**src/rtl/jt10_adpcmx_seq.sv**
```systemverilog
`default_nettype none
// ============================================================================
// jt10_adpcmx_seq : per-channel ADPCM nibble sequencer with a ready/valid ROM
//                   byte port feeding a shared time-multiplexed decoder
// rev 1.0
// ============================================================================
module jt10_adpcmx_seq #(
  parameter  int CH  = 6,
  parameter  int SW  = 16,
  localparam int CHW = $clog2(CH),
  localparam int AW  = SW + 8
) (
  input  logic            rst_n,
  input  logic            clk,
  input  logic            cen,
  input  logic [CHW-1:0]  wr_ch,
  input  logic            wr_start,
  input  logic            wr_end,
  input  logic            wr_loop,
  input  logic [SW-1:0]   wr_data,
  input  logic            loop_in,
  input  logic [CH-1:0]   key_on,
  input  logic [CH-1:0]   key_off,
  output logic [AW-1:0]   rom_addr,
  output logic            rom_cs,
  input  logic [7:0]      rom_data,
  input  logic            rom_ok,
  output logic [3:0]      nib,
  output logic [CHW-1:0]  nib_ch,
  output logic            nib_valid,
  output logic            nib_clr,
  output logic [CH-1:0]   busy,
  output logic [CH-1:0]   flags,
  output logic [CH-1:0]   underrun,
  input  logic [CH-1:0]   clr_flags
);

  typedef enum logic [0:0] {F_IDLE = 1'b0, F_REQ = 1'b1} fstate_t;

  logic [SW-1:0]  start_r [CH];
  logic [SW-1:0]  end_r   [CH];
  logic [AW-1:0]  cur     [CH];
  logic [7:0]     bbyte   [CH];
  logic [CH-1:0]  loop_r;
  logic [CH-1:0]  hi;
  logic [CH-1:0]  bvld;
  logic [CH-1:0]  first_r;
  logic [CH-1:0]  play;
  logic [CHW-1:0] sl;
  logic [CHW-1:0] last;
  logic [CHW-1:0] fch;
  logic [CHW-1:0] cand;
  logic [CHW-1:0] sel;
  logic           sel_ok;
  logic           abort;
  fstate_t        fst;

  assign busy = play;

  // Round-robin pick: scanning from farthest to nearest leaves the nearest
  // eligible channel after the last served one as the winner.
  always_comb begin
    sel_ok = 1'b0;
    sel    = '0;
    cand   = '0;
    for (int k = CH; k >= 1; k--) begin
      cand = CHW'((int'(last) + k) % CH);
      if (play[cand] && !bvld[cand]) begin
        sel_ok = 1'b1;
        sel    = cand;
      end
    end
  end

  always_ff @(posedge clk or negedge rst_n) begin
    if (!rst_n) begin
      for (int i = 0; i < CH; i++) begin
        start_r[i] <= '0;
        end_r[i]   <= '0;
        cur[i]     <= '0;
        bbyte[i]   <= '0;
      end
      loop_r    <= '0;
      hi        <= '0;
      bvld      <= '0;
      first_r   <= '0;
      play      <= '0;
      flags     <= '0;
      underrun  <= '0;
      sl        <= '0;
      last      <= CHW'(CH - 1);
      fch       <= '0;
      abort     <= 1'b0;
      fst       <= F_IDLE;
      rom_addr  <= '0;
      rom_cs    <= 1'b0;
      nib       <= '0;
      nib_ch    <= '0;
      nib_valid <= 1'b0;
      nib_clr   <= 1'b0;
    end else begin
      if (wr_start) start_r[wr_ch] <= wr_data;
      if (wr_end)   end_r[wr_ch]   <= wr_data;
      if (wr_loop)  loop_r[wr_ch]  <= loop_in;

      nib_valid <= 1'b0;

      case (fst)
        F_IDLE: begin
          if (sel_ok) begin
            fch      <= sel;
            last     <= sel;
            rom_addr <= cur[sel];
            rom_cs   <= 1'b1;
            abort    <= key_on[sel] | key_off[sel];
            fst      <= F_REQ;
          end
        end
        F_REQ: begin
          if (key_on[fch] || key_off[fch]) abort <= 1'b1;
          if (rom_ok) begin
            rom_cs <= 1'b0;
            fst    <= F_IDLE;
            // A key event during the request means the byte belongs to a stale address.
            if (!abort && !key_on[fch] && !key_off[fch]) begin
              bbyte[fch] <= rom_data;
              bvld[fch]  <= 1'b1;
            end
          end
        end
        default: fst <= F_IDLE;
      endcase

      if (cen) begin
        sl <= (sl == CHW'(CH - 1)) ? '0 : sl + 1'b1;
        if (play[sl]) begin
          if (bvld[sl]) begin
            nib_valid   <= 1'b1;
            nib         <= hi[sl] ? bbyte[sl][7:4] : bbyte[sl][3:0];
            nib_ch      <= sl;
            nib_clr     <= first_r[sl];
            first_r[sl] <= 1'b0;
            hi[sl]      <= !hi[sl];
            if (!hi[sl]) begin
              bvld[sl] <= 1'b0;
              if (cur[sl] == {end_r[sl], 8'hFF}) begin
                flags[sl] <= 1'b1;
                if (loop_r[sl]) cur[sl] <= {start_r[sl], 8'h00};
                else            play[sl] <= 1'b0;
              end else begin
                cur[sl] <= cur[sl] + 1'b1;
              end
            end
          end else begin
            underrun[sl] <= 1'b1;
          end
        end
      end

      // Key commands override the consume path; key_off overrides key_on.
      for (int i = 0; i < CH; i++) begin
        if (key_on[i]) begin
          cur[i]     <= {start_r[i], 8'h00};
          hi[i]      <= 1'b1;
          bvld[i]    <= 1'b0;
          first_r[i] <= 1'b1;
          play[i]    <= 1'b1;
        end
        if (key_off[i]) begin
          play[i] <= 1'b0;
          bvld[i] <= 1'b0;
        end
        if (clr_flags[i]) begin
          flags[i]    <= 1'b0;
          underrun[i] <= 1'b0;
        end
      end
    end
  end

endmodule
`default_nettype wire

```
**config.mk**
```make
export PLATFORM = sky130hd
export DESIGN_NAME = jt10_adpcmx_seq
export DESIGN_NICKNAME = d
export VERILOG_FILES = /design/src/rtl/jt10_adpcmx_seq.sv
export SDC_FILE = /design/constraint.sdc
export NUM_CORES = 1
export LEC_CHECK = 0
export CAP_MARGIN = 20
export CORE_MARGIN = 2
export CORE_UTILIZATION = 60
export CTS_BUF_LIST = sky130_fd_sc_hd__clkbuf_4 sky130_fd_sc_hd__clkbuf_8
export DETAILED_ROUTE_END_ITERATION = 7
export PLACE_DENSITY = 0.79
export SYNTH_ARGS = -nofsm -noshare
export SYNTH_HDL_FRONTEND = slang
export SYNTH_SLANG_ARGS = --single-unit
```
**constraint.sdc**
```tcl
create_clock -name clk -period 5.45 [get_ports clk]
set_input_delay 1.09 -clock clk [delete_from_list [all_inputs] [get_ports clk]]
set_output_delay 1.09 -clock clk [all_outputs]
set_load 0.05 [all_outputs]
```
== Word-level counts from Yosys, hierarchy flattened ==
Cells that the tools add are included.
Word-level totals
  logic and storage cells: 470
  flip-flop bits (word level): 471
Cells by class
  magnitude comparators: 20
  add/subtract/negate cells: 8
  div/mod/pow operators: 6
  mux-type cells: 189
  bitwise operators: 13
  equal/unequal tests: 41
  reductions and logical operators: 126
Operators with widths (number)
  $mux W144: 6
  $bwmux W144: 2
  $mux W24: 11
  $bwmux W96: 2
  $mod A32 B4 Y32 const B: 6
  $mux W6: 27
  $bmux W24 S3: 2
  $bmux W16 S3: 2
  $mux W1: 87
  $reduce_bool A2 Y1: 42
  $mux W16: 5
  $demux W24 S3: 1
  $reduce_bool A3 Y1: 24
  $bmux W1 S3: 21
  $reduce_and A5 Y1: 12
  $bwmux W48: 1
  $demux W16 S3: 1
  $reduce_and A3 Y1: 14
  $lt A3 B4 Y1 const B: 10
  $ne A2 B2 Y1 const B: 20
  $ne A3 B3 Y1 const B: 12
  $reduce_and A6 Y1: 6
  $add A24 B1 Y24 const B: 1
  $bmux W8 S3: 1
  other kinds (28): 87

== Depth between registers and ports, before layout ==
  depth after elaboration: 17
  mapped depth: 20

== Worst setup path after synthesis ==
Ideal clock, no wire load.
  kind: register to register
  start point: register last[0]
  end point: register rom_addr[6]
  setup time: 0.120 ns
  cell stages (with the launch flop): 21
  buffers on the path: 5
  slack: 0.990 ns
  arrival time: 4.340 ns
  data required time: 5.330 ns
  path through: dfstp_2 > buf_2 > buf_1 > buf_2 > inv_1 > ha_1 > xor2_1 > inv_1 > ha_1 > inv_1 > a31o_2 > a221oi_1 > inv_1 > o311ai_1 > a21oi_1 > a211oi_2 > buf_2 > buf_4 > mux2_2 > o22ai_1 > nor2_1
Between the ends
  longest elaborated chain between the ends: 16
  elaborated cells between the ends (all ways): 65
Ends and longest elaborated chain
  start: declaration: line 50  | logic [CHW-1:0] last;
  start signal: assignment: line 91  | last <= CHW'(CH - 1);
  start signal: assignment: line 112  | last <= sel;
  $add A3 B3 Y4: line 67  | cand = CHW'((int'(last) + k) % CH);
  $mod A32 B4 Y32: line 67
  $bmux W1 S3: line 68  | if (play[cand] && !bvld[cand]) begin
  $mux W1 (implied by the code): line 68
  $logic_not A1 Y1: line 68
  $logic_and A1 B1 Y1: line 68
  $mux W3 (6 in a row): line 68
  $not A3 Y4 (implied by the code): line 113  | rom_addr <= cur[sel];
  $bmux W24 S3: line 113
  $mux W24 (implied by the code) (2 in a row): line 113
  end signal: assignment: line 113
  end: declaration: line 24  | output logic [AW-1:0] rom_addr,
Several ways; a longest one is shown, not always the timed one. The select of a mux whose other input is x is not followed.
A chain may end at the register's enable or synchronous reset.

== Final worst setup path ==
  start point: register last[0]
  end point: register abort
Between the ends
  longest elaborated chain between the ends: 17
  elaborated cells between the ends (all ways): 69
Ends and longest elaborated chain
  $add A3 B3 Y4: line 67
  $mod A32 B4 Y32: line 67
  $bmux W1 S3: line 68
  $mux W1 (implied by the code): line 68
  $logic_not A1 Y1: line 68
  $logic_and A1 B1 Y1: line 68
  $mux W3 (6 in a row): line 68
  $bmux W1 S3: line 115  | abort <= key_on[sel] | key_off[sel];
  $mux W1 (implied by the code): line 115
  $or A1 B1 Y1: line 115
  $mux W1: line 110  | if (sel_ok) begin
  $pmux W1 S2: line 108  | case (fst)
  end signal: assignment: line 115
  end: declaration: line 55  | logic abort;
Several ways; a longest one is shown, not always the timed one. The select of a mux whose other input is x is not followed.

==> flow_summary.ini <==
[run_status]
status = complete, but fails checks
violations = design-rule violations

[floorplan]
die_w_um = 208
dieArea_um2 = 43300
core_um2 = 40900
io_pins = 105
initial_core_util_pct = 61.0
die_y_um = 208
num_rows = 74

[global_route]
use_met2_pct = 55.4
busiest_layer = met2
grt.overflow.total = 0
grt_pass1_vias = 20525
grt.met3_usage_pct = 7.94
met1_usage_pct = 49.6
antenna_found_initial = 0
grt_max_degree = 142
grt_pass1_wl_um = 122000
grt.total_usage_pct = 36.6

[clock_network]
htree_levels = 3
cts_tree = yes
clock_path_buffers = 3
root_buffer = clkbuf_8
cts_setup_buffers = 0
clk_latency_ps = 670
cts_made_buffers = 80
ctsResizeCount = 0
path_clk_slew_ps = 70
cts_num_sinks = 470
ctsHoldBuffers = 0

[sta]
clock.fmax_mhz = 201
period_share_pct = 91.1
setup_viol = 0
rsz0062_at_grt = false
hold_ws_ps = 469
fin_setup_tns_ps = 0
setup_ws_ps = 485
min_period_ps = 4960
hold_violations = 0
tightest_slew_ps = 1150
slew-limit-headroom_pct = 23.0
skew_ps = 32.9
slew_viol_final = 0

[logic_synthesis]
synth_edf_count = 0
syn_inst = 2211
synth_most_common_cell = dfrtp_1
synth-seq-area-share_pct = 47.1
yosys-top-cells-count = dfrtp_1, mux2_2, mux2i_1
ys_warn_count = 0
synth-seq-cells = 470
synthesis.area_um2 = 25000
netlist_top_cells_area = dfrtp_1, mux2_2, mux2i_1
ys_async_sr_fraction_pct = 100
synth_ff_type = dfrtp_1
yosysTopAreaCellShare_pct = 46.9
avgSynthCellArea_um2 = 11.3
syn_nets = 2279
yosys.area.top_type = dfrtp_1
yosysUniqueCellTypes = 83

[placed_design]
gp_congestion = 0.944
pre_cts_slack_ps = 538
port_buffers = 104
placed_area_um2 = 26700
dp_cells = 2775
hpwl_um = 50900

[finish]
stdcell_count = 2914
antenna_cells = 0
nets = 2393
fin_util_pct = 69.3
drive_above_1_share_pct = 25.4
areaGrowthSynthToFinish_pct = 13.6
nFillCells = 2962
fin_area_um2 = 28400

[pwr]
cellPowerDensity_nw_per_um2 = 593
p_leak_nw = 12.5
vdd_drop_max_v = 0.000956
p_total_mw = 16.8

[worst_setup_path]
crit_fanout = 76
cp-end-kind = flop
cp.arrival_ps = 5500
required_ps = 5980
start_kind = flop
reg2regPathDepth = 15
critical_path_class = flop to flop

[routing]
firstDrtPassIters = 8
drc = 8
wl_per_cell_um = 27.4
vias = 20135
drt_iter0_markers = 2564
final_antenna_net_count = 0
finalWirelength_um = 79700
via_per_inst = 6.91

[flow_run]
cap_violations = 0

[worst_hold_path]
worstHoldPathType = input pin to asynchronous set/reset pin
state kept, by name, indices dropped and copies added (netlist names), 24 cells and up:
name / count
rom_addr: 24
start_r: 96
cur: 144
end_r: 96
bbyte: 48
placed cells by master, fill, tap and decap left out, types with 9 or more instances in the layout:
cell type        count
nor3_1              22
a31oi_1              9
and3_1               9
mux2i_1            186
mux4_2              30
nor2_1             153
nand2b_1            20
nor2b_1             18
or2_2               13
a211oi_1            13
nand2_1            128
a22o_1              43
a21oi_1             69
clkbuf_8           102
a222oi_1            17
o22ai_1             36
a211o_1             12
xor2_1              21
nand3_1             28
clkdlybuf4s50_1    101
buf_4               76
inv_1               43
a22oi_1             58
clkbuf_4            27
a21o_1              13
o21ai_0             90
a221o_1             29
ha_1                15
xnor2_1             36
nand3b_1            11
o21ai_1             33
mux2_2             299
dfrtp_1            465
worst paths after layout:
check                           slack, ps          end        from
worst max-delay path                  490        abort     last[0]
worst min-delay path                  470  rom_addr[9]       rst_n
worst max register to register        490        abort     last[0]
worst min register to register        480   first_r[0]  first_r[0]
max in group asynchronous            3700    end_r[56]       rst_n
min in group clk                      480   first_r[0]  first_r[0]
cell families (layout without fill, tap and decap cells):
group           Yosys count  after routing  share of synthesized area [%]
xor+xnor                 58             58                           2.06
simple gates            463            463                           8.90
mux                     516            516                           23.7
fa+ha+maj                15             15                          0.751
flops                   470            470                           47.1
compound gates          489            489                           13.7
buf+inv                 200            371                           3.80
worst max-delay path: stages (launching register included):
cell and delay [ps]:
dfstp_2 890, ha_1 360, xor2_2 340, inv_1 180, ha_1 310, nor2b_1 200, a21oi_1 160, mux2i_1 140
a22o_1 260, o311ai_1 360, a21oi_1 170, a211oi_4 260, buf_12 430, nor3_1 110, a211o_1 250, a2111oi_1 390
power breakdown:
| part | leakage, nW | internal (mW) | switching [mW] | total (mW) |
|---|---|---|---|---|
| sequential | 5.85 | 4.24 | 0.768 | 5.01 |
| clock | 0.881 | 1.86 | 1.47 | 3.34 |
| combinational | 5.80 | 3.50 | 4.97 | 8.48 |
| total | 12.5 | 9.60 | 7.22 | 16.8 |
per-layer routing:
metal | vias to the layer above | wire length [um] | part of all wire (%)
met2 | 1341 | 35300 | 44
met3 | 361 | 9160 | 11
met4 | 0 | 4720 | 5.9
met5 | - | 0 | 0
met1 | 10007 | 30600 | 38
li1 | 8426 | - | -
layout make-up:
type	instances	area, um2	area share [%]
multi-input cells	1541	12300	43.4
clock inverters	10	72.6	0.256
inverters	44	165	0.582
well taps	532	666	2.35
clock buffers	129	1610	5.66
flip-flops and latches	470	11800	41.5
repair buffers	188	1770	6.23
Power figures use the tool's default switching activity.
